### src/rtl/clint_ctrl_pkg.sv
// rtl/clint_ctrl_pkg.sv - shared encodings, CSR addresses, cause codes and FSM states for clint_ctrl
package clint_ctrl_pkg;

   localparam logic [31:0] YSYX_22050698_INST_ECALL  = 32'h0000_0073;
   localparam logic [31:0] YSYX_22050698_INST_EBREAK = 32'h0010_0073;
   localparam logic [31:0] YSYX_22050698_INST_MRET   = 32'h3020_0073;

   localparam logic [63:0] YSYX_22050698_CSR_MSTATUS = 64'h300;
   localparam logic [63:0] YSYX_22050698_CSR_MEPC    = 64'h341;
   localparam logic [63:0] YSYX_22050698_CSR_MCAUSE  = 64'h342;

   localparam logic [63:0] YSYX_22050698_CAUSE_ECALL  = 64'd11;
   localparam logic [63:0] YSYX_22050698_CAUSE_EBREAK = 64'd3;
   localparam logic [63:0] YSYX_22050698_CAUSE_TIMER  = 64'h8000_0000_0000_0007;

   localparam logic [2:0] YSYX_22050698_ST_IDLE         = 3'd0;
   localparam logic [2:0] YSYX_22050698_ST_MEPC         = 3'd1;
   localparam logic [2:0] YSYX_22050698_ST_MSTATUS      = 3'd2;
   localparam logic [2:0] YSYX_22050698_ST_MCAUSE       = 3'd3;
   localparam logic [2:0] YSYX_22050698_ST_ASSERT       = 3'd4;
   localparam logic [2:0] YSYX_22050698_ST_MRET_MSTATUS = 3'd5;

   // Trap entry: MPIE takes the old MIE, MIE is cleared.
   function automatic logic [63:0] trap_mstatus(input logic [63:0] s);
      logic [63:0] r;
      r    = s;
      r[7] = s[3];
      r[3] = 1'b0;
      return r;
   endfunction

   // Trap return: MIE restored from MPIE, MPIE set.
   function automatic logic [63:0] mret_mstatus(input logic [63:0] s);
      logic [63:0] r;
      r    = s;
      r[3] = s[7];
      r[7] = 1'b1;
      return r;
   endfunction

endpackage

### src/rtl/clint_ctrl_if.sv
// rtl/clint_ctrl_if.sv - CSR register-file port between clint_ctrl (master) and the CSR file (slave)
interface clint_ctrl_if;
   logic [63:0] csr_mtvec_i;
   logic [63:0] csr_mepc_i;
   logic [63:0] csr_mstatus_i;
   logic        global_int_en_i;
   logic        we_o;
   logic [63:0] waddr_o;
   logic [63:0] raddr_o;
   logic [63:0] data_o;

   modport master (
      input  csr_mtvec_i, csr_mepc_i, csr_mstatus_i, global_int_en_i,
      output we_o, waddr_o, raddr_o, data_o
   );

   modport slave (
      output csr_mtvec_i, csr_mepc_i, csr_mstatus_i, global_int_en_i,
      input  we_o, waddr_o, raddr_o, data_o
   );
endinterface

### src/rtl/clint_ctrl.sv
// rtl/clint_ctrl.sv - core-local trap/interrupt sequencer: ecall/ebreak/timer entry and mret return
module clint_ctrl
   import clint_ctrl_pkg::*;
#(
   parameter logic [63:0] ECALL_CAUSE  = YSYX_22050698_CAUSE_ECALL,
   parameter logic [63:0] EBREAK_CAUSE = YSYX_22050698_CAUSE_EBREAK,
   parameter logic [63:0] TIMER_CAUSE  = YSYX_22050698_CAUSE_TIMER
) (
   input  logic         clk,
   input  logic         rst,
   input  logic [31:0]  inst_i,
   input  logic [63:0]  inst_addr_i,
   input  logic         jump_flag_i,
   input  logic [63:0]  jump_addr_i,
   input  logic         hold_flag_i,
   input  logic         timer_irq_i,
   clint_ctrl_if.master csr,
   output logic         hold_o,
   output logic         int_assert_o,
   output logic [63:0]  int_addr_o
);

   logic [2:0]  state;
   logic [2:0]  state_nxt;
   logic [63:0] cause_q;
   logic [63:0] ret_q;
   logic        mret_q;

   logic        detect_en;
   logic        is_ecall;
   logic        is_ebreak;
   logic        is_mret;
   logic        is_irq;
   logic        trap_det;
   logic        mret_det;
   logic [63:0] det_cause;
   logic [63:0] det_ret;

   // Gating with rst keeps hold_o low while reset is asserted, even with an ecall in ID.
   assign detect_en = rst && (state == YSYX_22050698_ST_IDLE) && !hold_flag_i;
   assign is_ecall  = (inst_i == YSYX_22050698_INST_ECALL);
   assign is_ebreak = (inst_i == YSYX_22050698_INST_EBREAK);
   assign is_mret   = (inst_i == YSYX_22050698_INST_MRET);
   assign is_irq    = timer_irq_i && csr.global_int_en_i;

   assign trap_det  = detect_en && (is_ecall || is_ebreak || (!is_mret && is_irq));
   assign mret_det  = detect_en && !is_ecall && !is_ebreak && is_mret;

   always_comb begin
      det_cause = TIMER_CAUSE;
      det_ret   = jump_flag_i ? jump_addr_i : inst_addr_i;
      if (is_ecall) begin
         det_cause = ECALL_CAUSE;
         det_ret   = inst_addr_i;
      end else if (is_ebreak) begin
         det_cause = EBREAK_CAUSE;
         det_ret   = inst_addr_i;
      end
   end

   always_comb begin
      state_nxt = YSYX_22050698_ST_IDLE;
      case (state)
         YSYX_22050698_ST_IDLE: begin
            if (trap_det)      state_nxt = YSYX_22050698_ST_MEPC;
            else if (mret_det) state_nxt = YSYX_22050698_ST_MRET_MSTATUS;
         end
         YSYX_22050698_ST_MEPC:         state_nxt = YSYX_22050698_ST_MSTATUS;
         YSYX_22050698_ST_MSTATUS:      state_nxt = YSYX_22050698_ST_MCAUSE;
         YSYX_22050698_ST_MCAUSE:       state_nxt = YSYX_22050698_ST_ASSERT;
         YSYX_22050698_ST_MRET_MSTATUS: state_nxt = YSYX_22050698_ST_ASSERT;
         default:                       state_nxt = YSYX_22050698_ST_IDLE;
      endcase
   end

   always_ff @(posedge clk or negedge rst) begin
      if (!rst) begin
         state   <= YSYX_22050698_ST_IDLE;
         cause_q <= 64'd0;
         ret_q   <= 64'd0;
         mret_q  <= 1'b0;
      end else begin
         state <= state_nxt;
         if (trap_det) begin
            cause_q <= det_cause;
            ret_q   <= det_ret;
         end
         if (trap_det || mret_det) begin
            mret_q <= mret_det;
         end
      end
   end

   always_comb begin
      csr.we_o     = 1'b0;
      csr.waddr_o  = 64'd0;
      csr.data_o   = 64'd0;
      int_assert_o = 1'b0;
      int_addr_o   = 64'd0;
      case (state)
         YSYX_22050698_ST_MEPC: begin
            csr.we_o    = 1'b1;
            csr.waddr_o = YSYX_22050698_CSR_MEPC;
            csr.data_o  = ret_q;
         end
         YSYX_22050698_ST_MSTATUS: begin
            csr.we_o    = 1'b1;
            csr.waddr_o = YSYX_22050698_CSR_MSTATUS;
            csr.data_o  = trap_mstatus(csr.csr_mstatus_i);
         end
         YSYX_22050698_ST_MCAUSE: begin
            csr.we_o    = 1'b1;
            csr.waddr_o = YSYX_22050698_CSR_MCAUSE;
            csr.data_o  = cause_q;
         end
         YSYX_22050698_ST_MRET_MSTATUS: begin
            csr.we_o    = 1'b1;
            csr.waddr_o = YSYX_22050698_CSR_MSTATUS;
            csr.data_o  = mret_mstatus(csr.csr_mstatus_i);
         end
         YSYX_22050698_ST_ASSERT: begin
            int_assert_o = 1'b1;
            int_addr_o   = mret_q ? csr.csr_mepc_i : csr.csr_mtvec_i;
         end
         default: ;
      endcase
   end

   assign hold_o      = trap_det || mret_det || (state != YSYX_22050698_ST_IDLE);
   assign csr.raddr_o = rst ? YSYX_22050698_CSR_MSTATUS : 64'd0;

endmodule

### src/flat_wrapper.sv
// flat-port wrapper written by rule: the top's interface ports become plain ports
module clint_ctrl_flat import clint_ctrl_pkg::*;
#(
   parameter logic [63:0] ECALL_CAUSE  = YSYX_22050698_CAUSE_ECALL,
   parameter logic [63:0] EBREAK_CAUSE = YSYX_22050698_CAUSE_EBREAK,
   parameter logic [63:0] TIMER_CAUSE  = YSYX_22050698_CAUSE_TIMER
)
  (clk, rst, inst_i, inst_addr_i, jump_flag_i, jump_addr_i, hold_flag_i, timer_irq_i, hold_o, int_assert_o, int_addr_o, csr_csr_mtvec_i, csr_csr_mepc_i, csr_csr_mstatus_i, csr_global_int_en_i, csr_we_o, csr_waddr_o, csr_raddr_o, csr_data_o);
  clint_ctrl_if csr_i ();
  input  logic clk;
  input  logic rst;
  input  logic [31:0] inst_i;
  input  logic [63:0] inst_addr_i;
  input  logic jump_flag_i;
  input  logic [63:0] jump_addr_i;
  input  logic hold_flag_i;
  input  logic timer_irq_i;
  output logic hold_o;
  output logic int_assert_o;
  output logic [63:0] int_addr_o;
  input wire logic [$bits(csr_i.csr_mtvec_i)-1:0] csr_csr_mtvec_i;
  input wire logic [$bits(csr_i.csr_mepc_i)-1:0] csr_csr_mepc_i;
  input wire logic [$bits(csr_i.csr_mstatus_i)-1:0] csr_csr_mstatus_i;
  input wire logic [$bits(csr_i.global_int_en_i)-1:0] csr_global_int_en_i;
  output wire logic [$bits(csr_i.we_o)-1:0] csr_we_o;
  output wire logic [$bits(csr_i.waddr_o)-1:0] csr_waddr_o;
  output wire logic [$bits(csr_i.raddr_o)-1:0] csr_raddr_o;
  output wire logic [$bits(csr_i.data_o)-1:0] csr_data_o;
  assign csr_i.csr_mtvec_i = csr_csr_mtvec_i;
  assign csr_i.csr_mepc_i = csr_csr_mepc_i;
  assign csr_i.csr_mstatus_i = csr_csr_mstatus_i;
  assign csr_i.global_int_en_i = csr_global_int_en_i;
  assign csr_we_o = csr_i.we_o;
  assign csr_waddr_o = csr_i.waddr_o;
  assign csr_raddr_o = csr_i.raddr_o;
  assign csr_data_o = csr_i.data_o;
  clint_ctrl #(.ECALL_CAUSE(ECALL_CAUSE), .EBREAK_CAUSE(EBREAK_CAUSE), .TIMER_CAUSE(TIMER_CAUSE)) u_core (.clk(clk), .rst(rst), .inst_i(inst_i), .inst_addr_i(inst_addr_i), .jump_flag_i(jump_flag_i), .jump_addr_i(jump_addr_i), .hold_flag_i(hold_flag_i), .timer_irq_i(timer_irq_i), .csr(csr_i), .hold_o(hold_o), .int_assert_o(int_assert_o), .int_addr_o(int_addr_o));
endmodule
### config.mk
export PLATFORM = sky130hd
export DESIGN_NAME = clint_ctrl_flat
export DESIGN_NICKNAME = d
export VERILOG_FILES = /design/src/rtl/clint_ctrl_pkg.sv /design/src/rtl/clint_ctrl_if.sv /design/src/rtl/clint_ctrl.sv /design/src/flat_wrapper.sv
export SDC_FILE = /design/constraint.sdc
export NUM_CORES = 1
export LEC_CHECK = 0
export BUFFER_PORTS_ARGS = -buffer_cell sky130_fd_sc_hd__buf_2
export CORE_AREA = 8 8 235 237
export CTS_CLUSTER_DIAMETER = 40
export DETAILED_ROUTE_END_ITERATION = 7
export DIE_AREA = 0 0 243 245
export PLACE_DENSITY_LB_ADDON = 0.2
export SLEW_MARGIN = 20
export SYNTH_ARGS = -nofsm -noshare
export SYNTH_HDL_FRONTEND = slang
export SYNTH_SLANG_ARGS = --single-unit
### constraint.sdc
create_clock -name clk -period 3.9 [get_ports clk]
set_input_delay 0.78 -clock clk [delete_from_list [all_inputs] [get_ports clk]]
set_output_delay 0.78 -clock clk [all_outputs]
set_load 0.01 [all_outputs]
==> run metrics, run 1 <==
mux cell area share after synthesis=33.6%; Max transition margin=50.4%; RSZ-0062 raised after global routing=no; critical path startpoint category=primary input; clock skew=13.7 ps; fin crit period=3390 ps; Crit Path Class=in -> out; final count of hold timing violations=0; FF+latch count, synth=71; final setup fails=0; Core Region=51,700 um2; power density over the cells=515 nW/um2; gpl congestion=0.755; post-synthesis cell type count=36; chip height=245 um; status=complete, no violations; CTS root buf=clkbuf_16; CP Capture Type=output pin; dpl hpwl=27,200 um; vias=6,202; largest net degree at the start of global routing=65; fmax=295 MHz; Vias/cell=3.44; register area share after synthesis=28.5%; xor-xnor portion of the synthesized cell area=0.141%; post-synthesis instance total=631; layout cell share with drive strength beyond 1=49.1%; Final nets=1,464; Setup TNS Final=0 ps; Slew @ Worst Pin=743 ps; # rows=84; Max Buffers Root-to-Sink=2; Synth-to-Final Area Change=50.4%; Detail Route Antenna Nets=0; Max H-tree Level=3; cts bufs inserted=9; DRC=0; First DRT Iteration DRCs=166; WP data required=3120 ps; Port Buf Inserts=495; maximum VDD drop=0.000248 V; hold crit path type=reg -> reg; postcts setup bufs=0; vias in the first global route=6,944; die area=59,500 um2; post-synthesis average cell area=9.86 um2; IO Pins=617; CTS sink cnt=71; gr ovfl total=0; area share of and/or/nand/nor cells after synthesis=7.34%; Initial Util=12.0%; initial antenna violation count=6; largest family of logic cells by synthesized area=multiplexers; CTS tree=built; Total Wirelength=32,000 um; Synth Area in Adders=0%; crit path max fanout=3; Worst-Skew Late Latency=350 ps; fin. max-slew vios=0; Synth Area in Compound Gates=11.0%; synth warn=0; # resized after CTS=0; period utilization=87.0%; Clk pin slew, worst setup/hold paths=70 ps; global-route wire length before repair=46,000 um; max_cap viols=0; Hold Buf Count CTS=0; Min Hold Slack=473 ps; fillers=5,828; TritonRoute pass-1 iters=4; gr usage total=10.1%; Leak=0.00491 uW; drt wl/cell=17.8 um; Cell Area, Synth=6220 um2; critical path arrival=2610 ps; width of the chip=243 um
[cell usage in the layout, fill, tap and decap left out, types with 2 or more instances in the layout]
cell	instances
buf_2	494
conb_1	121
mux2_1	112
nor2_1	75
mux2i_1	74
dfrtp_1	70
a22o_1	58
buf_4	12
o21ai_0	11
inv_1	10
clkbuf_16	9
nand2_1	8
mux2_2	8
buf_12	6
a22oi_1	4
a21oi_1	3
nor4_1	3
nor4bb_1	3
diode_2	2
nor3_1	2
or4_4	2
nand4b_1	2
clkinvlp_4	2
clkinv_2	2
inv_6	2
[layout make-up]
type / count / area [um2] / share of cell area [%]
multi-input cells: 502 / 3710 / 39.7
repair buffers: 512 / 2680 / 28.7
flip-flops and latches: 71 / 1780 / 19.0
well taps: 688 / 861 / 9.20
clock buffers: 10 / 239 / 2.55
clock inverters: 6 / 42.5 / 0.454
inverters: 10 / 37.5 / 0.401
diodes: 2 / 5.00 / 0.0535
[final timing paths]
path	to	slack (ps)	startpoint	cells past startpoint
max in group asynchronous	u_core.mret_q	2290	rst	3
min in group asynchronous	u_core.cause_q[2]	510	rst	2
worst min-delay path	u_core.cause_q[1]	470	u_core.cause_q[1]	1
worst max-delay path	hold_o	510	inst_i[23]	7
worst min register to register	u_core.cause_q[1]	470	u_core.cause_q[1]	1
worst max register to register	u_core.ret_q[23]	1390	u_core.state[1]	8
[worst max-delay path, stage by stage]
cell      delay [ps]
buf_2            100
or4_4            540
or4_4            470
nor3_1           210
o21ai_0          170
nand4b_1         180
buf_2            170
[state kept, by name, summed over array words and instances (netlist names)]
register / count
u_core.state: 3
u_core.ret_q: 64
u_core.cause_q: 3
u_core.mret_q: 1
[power by group]
group          leakage (uW)  switching (uW)  internal (uW)  total [uW]
clock              0.000135             368            451         819
sequential         0.000862             320           1080        1400
combinational       0.00391            1400           1210        2600
[cells by family after synthesis]
| family | Yosys count |
|---|---|
| buf+inv | 178 |
| xor+xnor | 1 |
| mux | 194 |
| other cells | 1 |
| simple gates | 103 |
| flops | 71 |
| compound gates | 83 |
[synthesized netlist by cell type]
| master | n | area, um2 |
|---|---|---|
| nand2_1 | 9 | 33.8 |
| xnor2_1 | 1 | 8.76 |
| or4_4 | 2 | 22.5 |
| buf_4 | 130 | 976 |
| o31ai_4 | 1 | 21.3 |
| o21a_1 | 1 | 7.51 |
| inv_1 | 10 | 37.5 |
| or2_0 | 1 | 6.26 |
| nand2b_1 | 1 | 6.26 |
| a32o_1 | 1 | 10.0 |
| nand3_1 | 1 | 5.00 |
| a22o_1 | 58 | 508 |
| nor4bb_1 | 3 | 30.0 |
| mux2_1 | 112 | 1260 |
| nor2_1 | 76 | 285 |
| a311oi_1 | 1 | 8.76 |
| a21oi_1 | 3 | 15.0 |
| nor4_1 | 3 | 18.8 |
| and3_1 | 1 | 6.26 |
| a22oi_1 | 4 | 30.0 |
| a21o_1 | 1 | 7.51 |
| dfrtp_1 | 71 | 1780 |
| buf_6 | 6 | 67.6 |
| nand4b_1 | 2 | 17.5 |
| clkbuf_1 | 19 | 71.3 |
| a31o_2 | 1 | 8.76 |
| buf_2 | 2 | 10.0 |
| o21ai_0 | 11 | 55.1 |
| o311a_1 | 1 | 10.0 |
| mux2i_1 | 74 | 741 |
| nor3_1 | 2 | 10.0 |
| conb_1 | 1 | 3.75 |
| nor4b_1 | 1 | 8.76 |
| mux2_2 | 8 | 90.1 |
| buf_1 | 11 | 41.3 |
| nand4_1 | 1 | 6.26 |
[per-stage QoR]
stage	setup WS, ps	util, %	instances	power [uW]	cell area (um2)
detailed placement	433	17.5	1783	4080	9070
CTS	421	18.1	1799	4960	9360
finish	508	18.1	1801	4820	9360
floorplan	742	-	751	2960	6670
global placement	406	17.5	1783	4090	9070
global route	322	18.1	1799	5210	9360
[per-layer routing]
metal	part of all wire, %	global-route usage, %	vias up
met5	0.13	0	-
met4	0.71	1.80	6
met3	8.9	4.00	16
met2	50	17.9	339
met1	40	11.5	2902
li1	-	-	2939
Power figures use the tool's default switching activity.
==> inputs of run 2 (changes only) <==
--- a/config.mk
+++ b/config.mk
@@ -6,10 +6,13 @@
 export NUM_CORES = 1
 export LEC_CHECK = 0
 export BUFFER_PORTS_ARGS = -buffer_cell sky130_fd_sc_hd__buf_2
-export CORE_AREA = 8 8 235 237
+export CELL_PAD_IN_SITES_DETAIL_PLACEMENT = 1
+export CELL_PAD_IN_SITES_GLOBAL_PLACEMENT = 1
+export CORE_AREA = 8 8 237 239
 export CTS_CLUSTER_DIAMETER = 40
 export DETAILED_ROUTE_END_ITERATION = 7
-export DIE_AREA = 0 0 243 245
+export DIE_AREA = 0 0 245 247
+export GPL_TIMING_DRIVEN = 0
 export PLACE_DENSITY_LB_ADDON = 0.2
 export SLEW_MARGIN = 20
 export SYNTH_ARGS = -nofsm -noshare
==> run metrics, run 2 (same netlist as run 1, synthesis figures left out) <==
status=complete, no violations; cts bufs inserted=9; fin crit period=3550 ps; fillers=6,333; Core Region=52,200 um2; IO Pins=617; CTS tree=built; final setup fails=0; maximum VDD drop=0.000175 V; Port Buf Inserts=495; clock skew=13.7 ps; gr usage total=12.6%; FF+latch area=1780 um2; Vias/cell=3.50; TritonRoute pass-1 iters=4; # resized after CTS=10; critical path depth=7; DRC=0; logic gate share of total power=57.6%; drt wl/cell=20.5 um; RSZ-0062 raised after global routing=no; Initial Util=11.9%; hold crit path type=in -> async; postcts setup bufs=0; Leak=0.00563 uW; sw frac=43.7%; # rows=84; CTS root buf=clkbuf_16; layout cell share with drive strength beyond 1=53.5%; largest net degree at the start of global routing=49; most used cell, CP=buf_2; Detail Route Antenna Nets=0; WP data required=3120 ps; Biggest register=u_core.ret_q; gr ovfl total=0; crit path max fanout=4; Max H-tree Level=3; Slew @ Worst Pin=902 ps; vias=6,836; most frequent cells in the layout=buf_2 (499), buf_4 (130), conb_1 (121); global-route wire length before repair=55,400 um; Placed Area=10,000 um2; First DRT Iteration DRCs=175; max_cap viols=0; Synth-to-Final Area Change=67.0%; Clk network pwr share=17.3%; period utilization=91.0%; CP max stage delay=510 ps; chip height=247 um; Crit Path Class=in -> out; critical path arrival=2770 ps; crit-path cells=buf_2, nor4_1, nand4_1, o311a_1, o21ai_2, nand4b_1, buf_2; Setup TNS Final=0 ps; width of the chip=245 um; power density over the cells=491 nW/um2; Crit path max-delay family=compound AO/OA/AOI/OAI gates; Buf/Inv on CP=2; Final nets=1,614; die area=60,500 um2; Pint=2870 uW; CP Capture Type=output pin; gpl congestion=0.757; vias in the first global route=7,538; final count of hold timing violations=0; dpl hpwl=35,500 um; Max Buffers Root-to-Sink=2; Sequential Power Share=25.1%; NetSw=2230 uW; Clk pin slew, worst setup/hold paths=70 ps; max reg flops=64; Reg2Reg Depth=7; initial antenna violation count=15; top flop regs=u_core.ret_q (64), u_core.cause_q (3), u_core.state (3); fmax=282 MHz; multi-input combinational cell area=3730 um2; Worst path slowest cell=o311a_1; final design area excluding fillers=10,400 um2; Tot Pwr=5100 uW; Worst-Skew Late Latency=360 ps; Min Hold Slack=278 ps; Total Wirelength=40,100 um; CTS sink cnt=71; fin. max-slew vios=0; critical path startpoint category=primary input; Hold Buf Count CTS=0; Max transition margin=39.9%; most common cell after layout, fill and taps aside=buf_2
run 2: cell types whose count changed in the layout (fill, tap and decap cells not counted), sizes merged:
cell,before,now
bufinv,0,1
buf,512,644
clkdlybuf4s15,0,1
diode,2,5
clkinv,2,0
clkbuf,10,26
clkinvlp,2,3
run 2: worst register-to-register path, stage by stage, from the launching register on:
cell      delay, ps
dfrtp_1         360
clkbuf_1        220
nor2_1          470
nor4bb_4        550
o21a_1          230
buf_4           240
buf_4           310
mux2_1          360
run 2: stage by stage:
stage / cells / utilization (%) / setup WS (ps)
finish: 1953 / 19.9 / 352
global route: 1952 / 19.9 / 56.1
CTS: 1948 / 19.9 / 54.4
detailed placement: 1935 / 19.2 / -272
global placement: 1934 / 19.2 / -1370
floorplan: 751 / - / 742
run 2: metal layers:
layer / wire (um) / share of wire (%) / global-route usage, % / vias up
li1: - / - / - / 3243
met1: 14500 / 36 / 13.0 / 3191
met2: 21600 / 54 / 23.6 / 346
met3: 3360 / 8.4 / 4.39 / 44
met4: 591 / 1.5 / 3.75 / 12
met5: 80 / 0.20 / 0 / -
run 2: layout make-up:
type	instances	area share, %
tap	688	8.28
clock inverter	6	0.674
multi-input combinational	502	35.8
buffer	166	11.3
timing repair buffer	496	24.2
antenna	5	0.120
sequential	71	17.1
clock buffer	9	2.17
inverter	10	0.361
run 2: path summary, 6_finish.rpt:
| check | from | to | slack [ps] |
|---|---|---|---|
| min reg2reg | u_core.cause_q[1] | u_core.cause_q[1] | 470 |
| max | inst_i[19] | hold_o | 350 |
| max in group asynchronous | rst | u_core.ret_q[19] | 3030 |
| min | rst | u_core.ret_q[57] | 280 |
| min in group clk | u_core.cause_q[1] | u_core.cause_q[1] | 470 |
| max reg2reg | u_core.state[0] | u_core.ret_q[19] | 1050 |
run 2: power groups by stage:
stage	registers (uW)	logic, uW	clock network (uW)
final	1280	2940	885
after global routing	1330	3240	955
after floorplan	1200	1770	0
after detailed placement	1280	3030	0
after CTS	1290	3040	935
after global placement	1270	3010	0
